--- src/rtl/joybus_pkg.sv ---
// Shared Joybus definitions: transmitter states, command constants, timing defaults.
package joybus_pkg;

  localparam int JB_CYC_PER_US_DEFAULT  = 25;
  localparam int JB_TIMEOUT_CYC_DEFAULT = 2500;
  localparam int JB_MAX_BITS            = 24;

  localparam logic [7:0]  JB_CMD_N64_INFO = 8'h00;
  localparam logic [7:0]  JB_CMD_N64_POLL = 8'h01;
  localparam logic [23:0] JB_CMD_GC_POLL  = 24'h400302;

  typedef enum logic [2:0] {
    IDLE,
    BIT_LO,
    BIT_HI,
    STOP_LO,
    WAIT_HI,
    WAIT_EDGE
  } jb_tx_state_e;

endpackage

--- src/rtl/joybus_sync.sv ---
// Two-flop synchronizer for the raw Joybus line; idles high like the pulled-up line.
module joybus_sync (
  input  logic clk,
  input  logic rst_n,
  input  logic d,
  output logic q
);

  logic s1_q;
  logic s2_q;

  // Two-stage capture of the asynchronous line, reset to the released (high) level.
  always_ff @(posedge clk) begin
    // NOTE: non-blocking assignments make s2_q take the old s1_q, giving two real stages.
    if (!rst_n) begin
      s1_q <= 1'b1;
      s2_q <= 1'b1;
    end else begin
      s1_q <= d;
      s2_q <= s1_q;
    end
  end

  assign q = s2_q;

endmodule

--- src/rtl/joybus_tx.sv ---
// Console-side Joybus command transmitter: sends a 0-24 bit command plus stop bit,
// then waits for the controller's first falling edge and pulses rx_start.
// Optional macro JOYBUS_TX_COLLISION_EN: abort the frame when the line is found low
// at the end of a bit's high phase.
module joybus_tx
  import joybus_pkg::*;
#(
  parameter int CYC_PER_US  = JB_CYC_PER_US_DEFAULT,
  parameter int TIMEOUT_CYC = JB_TIMEOUT_CYC_DEFAULT
) (
  input  logic        clk,
  input  logic        rst_n,
  input  logic        tx_start,
  input  logic [23:0] tx_data,
  input  logic [4:0]  tx_len,
  input  logic        JB_RX,
  output logic        JB_TX_OE,
  output logic        tx_busy,
  output logic        rx_start,
  output logic        tx_done,
  output logic        tx_timeout,
  output logic        tx_collision
);

  localparam int CNT_W = $clog2(4 * CYC_PER_US);
  localparam int TMO_W = $clog2(TIMEOUT_CYC + 1);

  // Phase counters hold "cycles remaining minus one" so a phase ends when they read zero.
  localparam logic [CNT_W-1:0] LO_ONE   = CNT_W'(CYC_PER_US - 1);
  localparam logic [CNT_W-1:0] LO_ZERO  = CNT_W'(3 * CYC_PER_US - 1);
  localparam logic [CNT_W-1:0] HI_ONE   = CNT_W'(3 * CYC_PER_US - 1);
  localparam logic [CNT_W-1:0] HI_ZERO  = CNT_W'(CYC_PER_US - 1);
  localparam logic [CNT_W-1:0] STOP_LEN = CNT_W'(CYC_PER_US - 1);
  localparam logic [TMO_W-1:0] TMO_LAST = TMO_W'(TIMEOUT_CYC - 1);

  logic rx_s;

  joybus_sync u_sync (
    .clk   (clk),
    .rst_n (rst_n),
    .d     (JB_RX),
    .q     (rx_s)
  );

  jb_tx_state_e     state_q, state_d;
  logic [CNT_W-1:0] cnt_q, cnt_d;
  logic [TMO_W-1:0] tmo_q, tmo_d;
  logic [4:0]       bits_q, bits_d;
  logic [23:0]      shreg_q, shreg_d;
  logic             oe_q, oe_d;
  logic             busy_q, busy_d;
  logic             rx_start_q, rx_start_d;
  logic             done_q, done_d;
  logic             timeout_q, timeout_d;
  logic             coll_q, coll_d;
  logic             collide;

  // Next-state, counter and registered-output computation for the frame sequencer.
  always_comb begin
    // NOTE: every variable gets a default here so no path through the case infers a latch.
    state_d    = state_q;
    cnt_d      = cnt_q;
    tmo_d      = tmo_q;
    bits_d     = bits_q;
    shreg_d    = shreg_q;
    oe_d       = oe_q;
    rx_start_d = 1'b0;
    done_d     = 1'b0;
    timeout_d  = 1'b0;
    coll_d     = 1'b0;
    collide    = 1'b0;
`ifdef JOYBUS_TX_COLLISION_EN
    collide    = !rx_s;
`endif

    case (state_q)
      IDLE: begin
        oe_d = 1'b0;
        if (tx_start) begin
          shreg_d = tx_data;
          bits_d  = (tx_len > 5'd24) ? 5'd24 : tx_len;
          oe_d    = 1'b1;
          if (bits_d == 5'd0) begin
            state_d = STOP_LO;
            cnt_d   = STOP_LEN;
          end else begin
            state_d = BIT_LO;
            cnt_d   = tx_data[23] ? LO_ONE : LO_ZERO;
          end
        end
      end

      BIT_LO: begin
        if (cnt_q == '0) begin
          state_d = BIT_HI;
          oe_d    = 1'b0;
          cnt_d   = shreg_q[23] ? HI_ONE : HI_ZERO;
        end else begin
          cnt_d = cnt_q - 1'b1;
        end
      end

      BIT_HI: begin
        if (cnt_q != '0) begin
          cnt_d = cnt_q - 1'b1;
        end else if (collide) begin
          state_d = IDLE;
          oe_d    = 1'b0;
          coll_d  = 1'b1;
        end else begin
          shreg_d = {shreg_q[22:0], 1'b0};
          bits_d  = bits_q - 5'd1;
          oe_d    = 1'b1;
          if (bits_q == 5'd1) begin
            state_d = STOP_LO;
            cnt_d   = STOP_LEN;
          end else begin
            state_d = BIT_LO;
            cnt_d   = shreg_q[22] ? LO_ONE : LO_ZERO;
          end
        end
      end

      STOP_LO: begin
        if (cnt_q == '0) begin
          state_d = WAIT_HI;
          oe_d    = 1'b0;
          tmo_d   = '0;
        end else begin
          cnt_d = cnt_q - 1'b1;
        end
      end

      // Line must first read high so the synchronizer lag after our stop bit is not taken as a reply.
      WAIT_HI: begin
        tmo_d = tmo_q + 1'b1;
        if (tmo_q == TMO_LAST) begin
          state_d   = IDLE;
          timeout_d = 1'b1;
        end else if (rx_s) begin
          state_d = WAIT_EDGE;
        end
      end

      // A reply edge takes priority over a timeout landing in the same cycle.
      WAIT_EDGE: begin
        tmo_d = tmo_q + 1'b1;
        if (!rx_s) begin
          state_d    = IDLE;
          rx_start_d = 1'b1;
          done_d     = 1'b1;
        end else if (tmo_q == TMO_LAST) begin
          state_d   = IDLE;
          timeout_d = 1'b1;
        end
      end

      default: begin
        state_d = IDLE;
        oe_d    = 1'b0;
      end
    endcase

    busy_d = (state_d != IDLE);
  end

  // Sequencer state and registered outputs; reset releases the line immediately.
  always_ff @(posedge clk) begin
    if (!rst_n) begin
      state_q    <= IDLE;
      cnt_q      <= '0;
      tmo_q      <= '0;
      bits_q     <= '0;
      shreg_q    <= '0;
      oe_q       <= 1'b0;
      busy_q     <= 1'b0;
      rx_start_q <= 1'b0;
      done_q     <= 1'b0;
      timeout_q  <= 1'b0;
      coll_q     <= 1'b0;
    end else begin
      state_q    <= state_d;
      cnt_q      <= cnt_d;
      tmo_q      <= tmo_d;
      bits_q     <= bits_d;
      shreg_q    <= shreg_d;
      oe_q       <= oe_d;
      busy_q     <= busy_d;
      rx_start_q <= rx_start_d;
      done_q     <= done_d;
      timeout_q  <= timeout_d;
      coll_q     <= coll_d;
    end
  end

  assign JB_TX_OE     = oe_q;
  assign tx_busy      = busy_q;
  assign rx_start     = rx_start_q;
  assign tx_done      = done_q;
  assign tx_timeout   = timeout_q;
  assign tx_collision = coll_q;

endmodule
--- config.mk ---
export PLATFORM = sky130hd
export DESIGN_NAME = joybus_tx
export DESIGN_NICKNAME = d
export VERILOG_FILES = /design/src/rtl/joybus_pkg.sv /design/src/rtl/joybus_sync.sv /design/src/rtl/joybus_tx.sv
export SDC_FILE = /design/constraint.sdc
export NUM_CORES = 1
export LEC_CHECK = 0
export BUFFER_PORTS_ARGS = -buffer_cell sky130_fd_sc_hd__buf_2
export CORE_MARGIN = 1
export CORE_UTILIZATION = 50
export DETAILED_ROUTE_END_ITERATION = 10
export GPL_TIMING_DRIVEN = 0
export PLACE_DENSITY = 0.71
export SLEW_MARGIN = 20
export SYNTH_ARGS = -nofsm -noshare
export SYNTH_HDL_FRONTEND = slang
export SYNTH_SLANG_ARGS = --single-unit
--- constraint.sdc ---
create_clock -name clk -period 2.55 [get_ports clk]
set_clock_uncertainty 0.15 [all_clocks]
set_input_delay 0.1275 -clock clk [delete_from_list [all_inputs] [get_ports clk]]
set_output_delay 0.1275 -clock clk [all_outputs]
set_load 0.05 [all_outputs]
==> flow_summary_export.csv <==
group,metric,value,unit
synth,synthFlopType,"dfxtp_1",
synth,ys_seq_area_share,39.0,%
synth,async_flop_share,0,%
layout,fill_cells,500,
sta,finalMaxSlewViolations,0,
synth,ys_ff_latch,57,
global_routing,antenna_found_initial,0,
worst_setup_path,critical_path_class,"register to register",
sta,fmax,434,MHz
global_routing,grt_max_degree,11,
hold_path,hp-class,"primary input to register",
die,io_pins,39,
worst_setup_path,critPathSlowestCell,"or4b_4",
power,p_leak,1.72,nW
clock_tree,numCtsBuffers,9,
clock_tree,cts_buffer_depth,2,
run_status,status,"finished clean",
power,vdd_drop_max,0.524,mV
sta,tns,0,ps
global_routing,grtUsageTotal,24.8,%
layout,final_common_cell,"nand2_1",
sta,worstMarginPinSlew,814,ps
layout,drive_gt1_share,15.6,%
worst_setup_path,worst-path-buf-inv,3,
clock_tree,cts-htree-levels,3,
clock_tree,cts_tree,"built",
worst_setup_path,crit_path_end_kind,"register",
synth,synth_cells,355,
clock_tree,clk_pin_slew_worst_paths,70,ps
global_routing,grt_pass1_wl,11700,um
routing,wirelength,7070,um
clock_tree,cts.sinks,57,
sta,finalCriticalPeriod,2300,ps
power,power_density,846,nW/um2
routing,drc,0,
die,initial_utilization,52.5,%
worst_setup_path,cpPeakStageDelay,510,ps
synth,synth_enable_flop_cells,0,
routing,post_drt_wl_per_cell,13.9,um
routing,drt_iter0_markers,239,
synth,syn_avg_cell_area,8.25,um2
synth,synth_cell_types,56,
layout,area_growth_syn_to_layout,25.3,%
place,placedInstanceArea,3200,um2
layout,final_area,3670,um2
worst_setup_path,cp.arrival,2400,ps
die,rows,27,
layout,post-route-util,65.9,%
worst_setup_path,cp_top_family,"simple AND/OR/NAND/NOR gates",
routing,viasPerCell,5.47,
worst_setup_path,cp_max_fo,10,
layout,nets,467,
clock_tree,cts-root-buf,"clkbuf_8",
layout,diodes,0,
routing,postRouteAntennaNets,0,
synth,syn_nets,392,
routing,drt_pass1_iterations,4,
routing,num_vias,2774,
place,gp_congestion,0.831,
sta,relSlewSlack,45.6,%
synth,ys_warn_count,0,
sta,setup_violations,0,
flow_run,maxCapViolCount,0,
place,dp_hpwl,4510,um
die,die_area,6170,um2
worst_setup_path,path_cells,"inv_1 > ha_1 > or4b_4 > nor3_4 > a21o_1 > buf_4 > buf_6 > o211ai_1 > o211a_1",
clock_tree,clock_latency,340,ps
die,coreArea,5570,um2
die,die_w,78.5,um
place,numPortBuffers,36,
sta,fin_crit_sh,90.3,%
sta,finalHoldViolCount,0,
worst_setup_path,crit_required,2640,ps
sta,rsz0062_at_grt,"false",
worst_setup_path,startpoint_type,"register",
synth,syn_area,2930,um2
global_routing,grt-ovfl-total,0,
die,die_h,78.5,um
global_routing,grt_pass1_vias,2567,
layout,layout_common_cells,"64 x nand2_1, 57 x dfxtp_1, 39 x nand3_1",
[area by class of cell]
| type | instances | area, um2 | share of cell area, % |
|---|---|---|---|
| Timing Repair Buffer | 64 | 455 | 12.4 |
| Clock buffer | 11 | 141 | 3.85 |
| Tap cell | 72 | 90.1 | 2.45 |
| Buffer | 24 | 125 | 3.41 |
| Clock inverter | 5 | 55.1 | 1.50 |
| Inverter | 6 | 22.5 | 0.613 |
| Sequential cell | 57 | 1140 | 31.1 |
| Multi-Input combinational cell | 268 | 1640 | 44.7 |
[Yosys cell counts, drive strengths merged, types with 3 or more instances]
master,instances,area share [%]
nand3,39,6.7
and3,4,0.85
inv,6,0.77
ha,4,1.7
buf,12,2.7
clkbuf,12,1.5
xnor2,3,0.90
o211a,24,8.2
nand2,64,8.2
dfxtp,57,39
nor3,6,1.4
o21a,4,1.0
nor2,21,2.7
a21boi,5,1.3
and2,5,1.1
a31oi,3,0.64
nand4,8,1.7
a21oi,13,2.3
xor2,11,3.3
nor2b,5,1.1
nand2b,8,1.7
o21ai,9,1.5
[per-stage QoR]
stage / instances / setup WS [ps] / total power, mW / hold WS [ps]
finish: 507 / 248 / 3.11 / 20.6
global route: 507 / 150 / 3.31 / 42.7
CTS: 505 / 217 / 3.08 / 21.0
detailed placement: 463 / 248 / 2.19 / 186
global placement: 463 / 248 / 2.18 / 156
floorplan: 355 / 488 / 1.96 / 79.0
[sequential cells by signal, indices dropped and copies added (netlist names)]
signal       flops
bits_q           5
u_sync.s1_q      1
u_sync.q         1
cnt_q            7
JB_TX_OE         1
state_q          3
tx_timeout       1
tx_done          1
tmo_q           12
tx_busy          1
shreg_q         24
[what timing repair did]
item                                   4_1_cts  5_1_grt
endpoints found under the hold margin       26        0
setup endpoints to repair                    0        1
hold buffers                                26        0
buffers inserted                             0        2
gates resized for setup                      0        0
[per-layer routing]
metal | up-vias | GRT usage [%] | wire (um)
met4 | 0 | 10.7 | 95
met5 | - | 0 | 0
met2 | 76 | 40.4 | 3490
met1 | 1282 | 29.4 | 3140
met3 | 7 | 8.14 | 351
li1 | 1409 | - | -
[final timing paths]
| check | start | endpoint | slack [ps] | depth (start not counted) |
|---|---|---|---|---|
| hold / removal | rst_n | u_sync.q | 20 | 2 |
| hold reg to reg | u_sync.s1_q | u_sync.q | 270 | 1 |
| setup reg to reg | cnt_q[0] | bits_q[1] | 250 | 9 |
| setup / recovery | cnt_q[0] | bits_q[1] | 250 | 9 |
[logic make-up after synthesis]
kind of cell               share of synthesized area [%]
AOI/OAI and AO/OA                                   19.9
muxes                                              0.342
adders and majority gates                           2.05
buffers and inverters                               5.04
DFF                                                 39.0
xor gates and xnor gates                            4.19
and+or+nand+nor                                     29.4
other                                              0.128
[power breakdown]
part / switching (mW) / internal [mW]
Combinational: 0.610 / 0.477
Sequential: 0.127 / 1.05
Clock: 0.373 / 0.474
No activity file was read; power rests on OpenSTA's default activity.
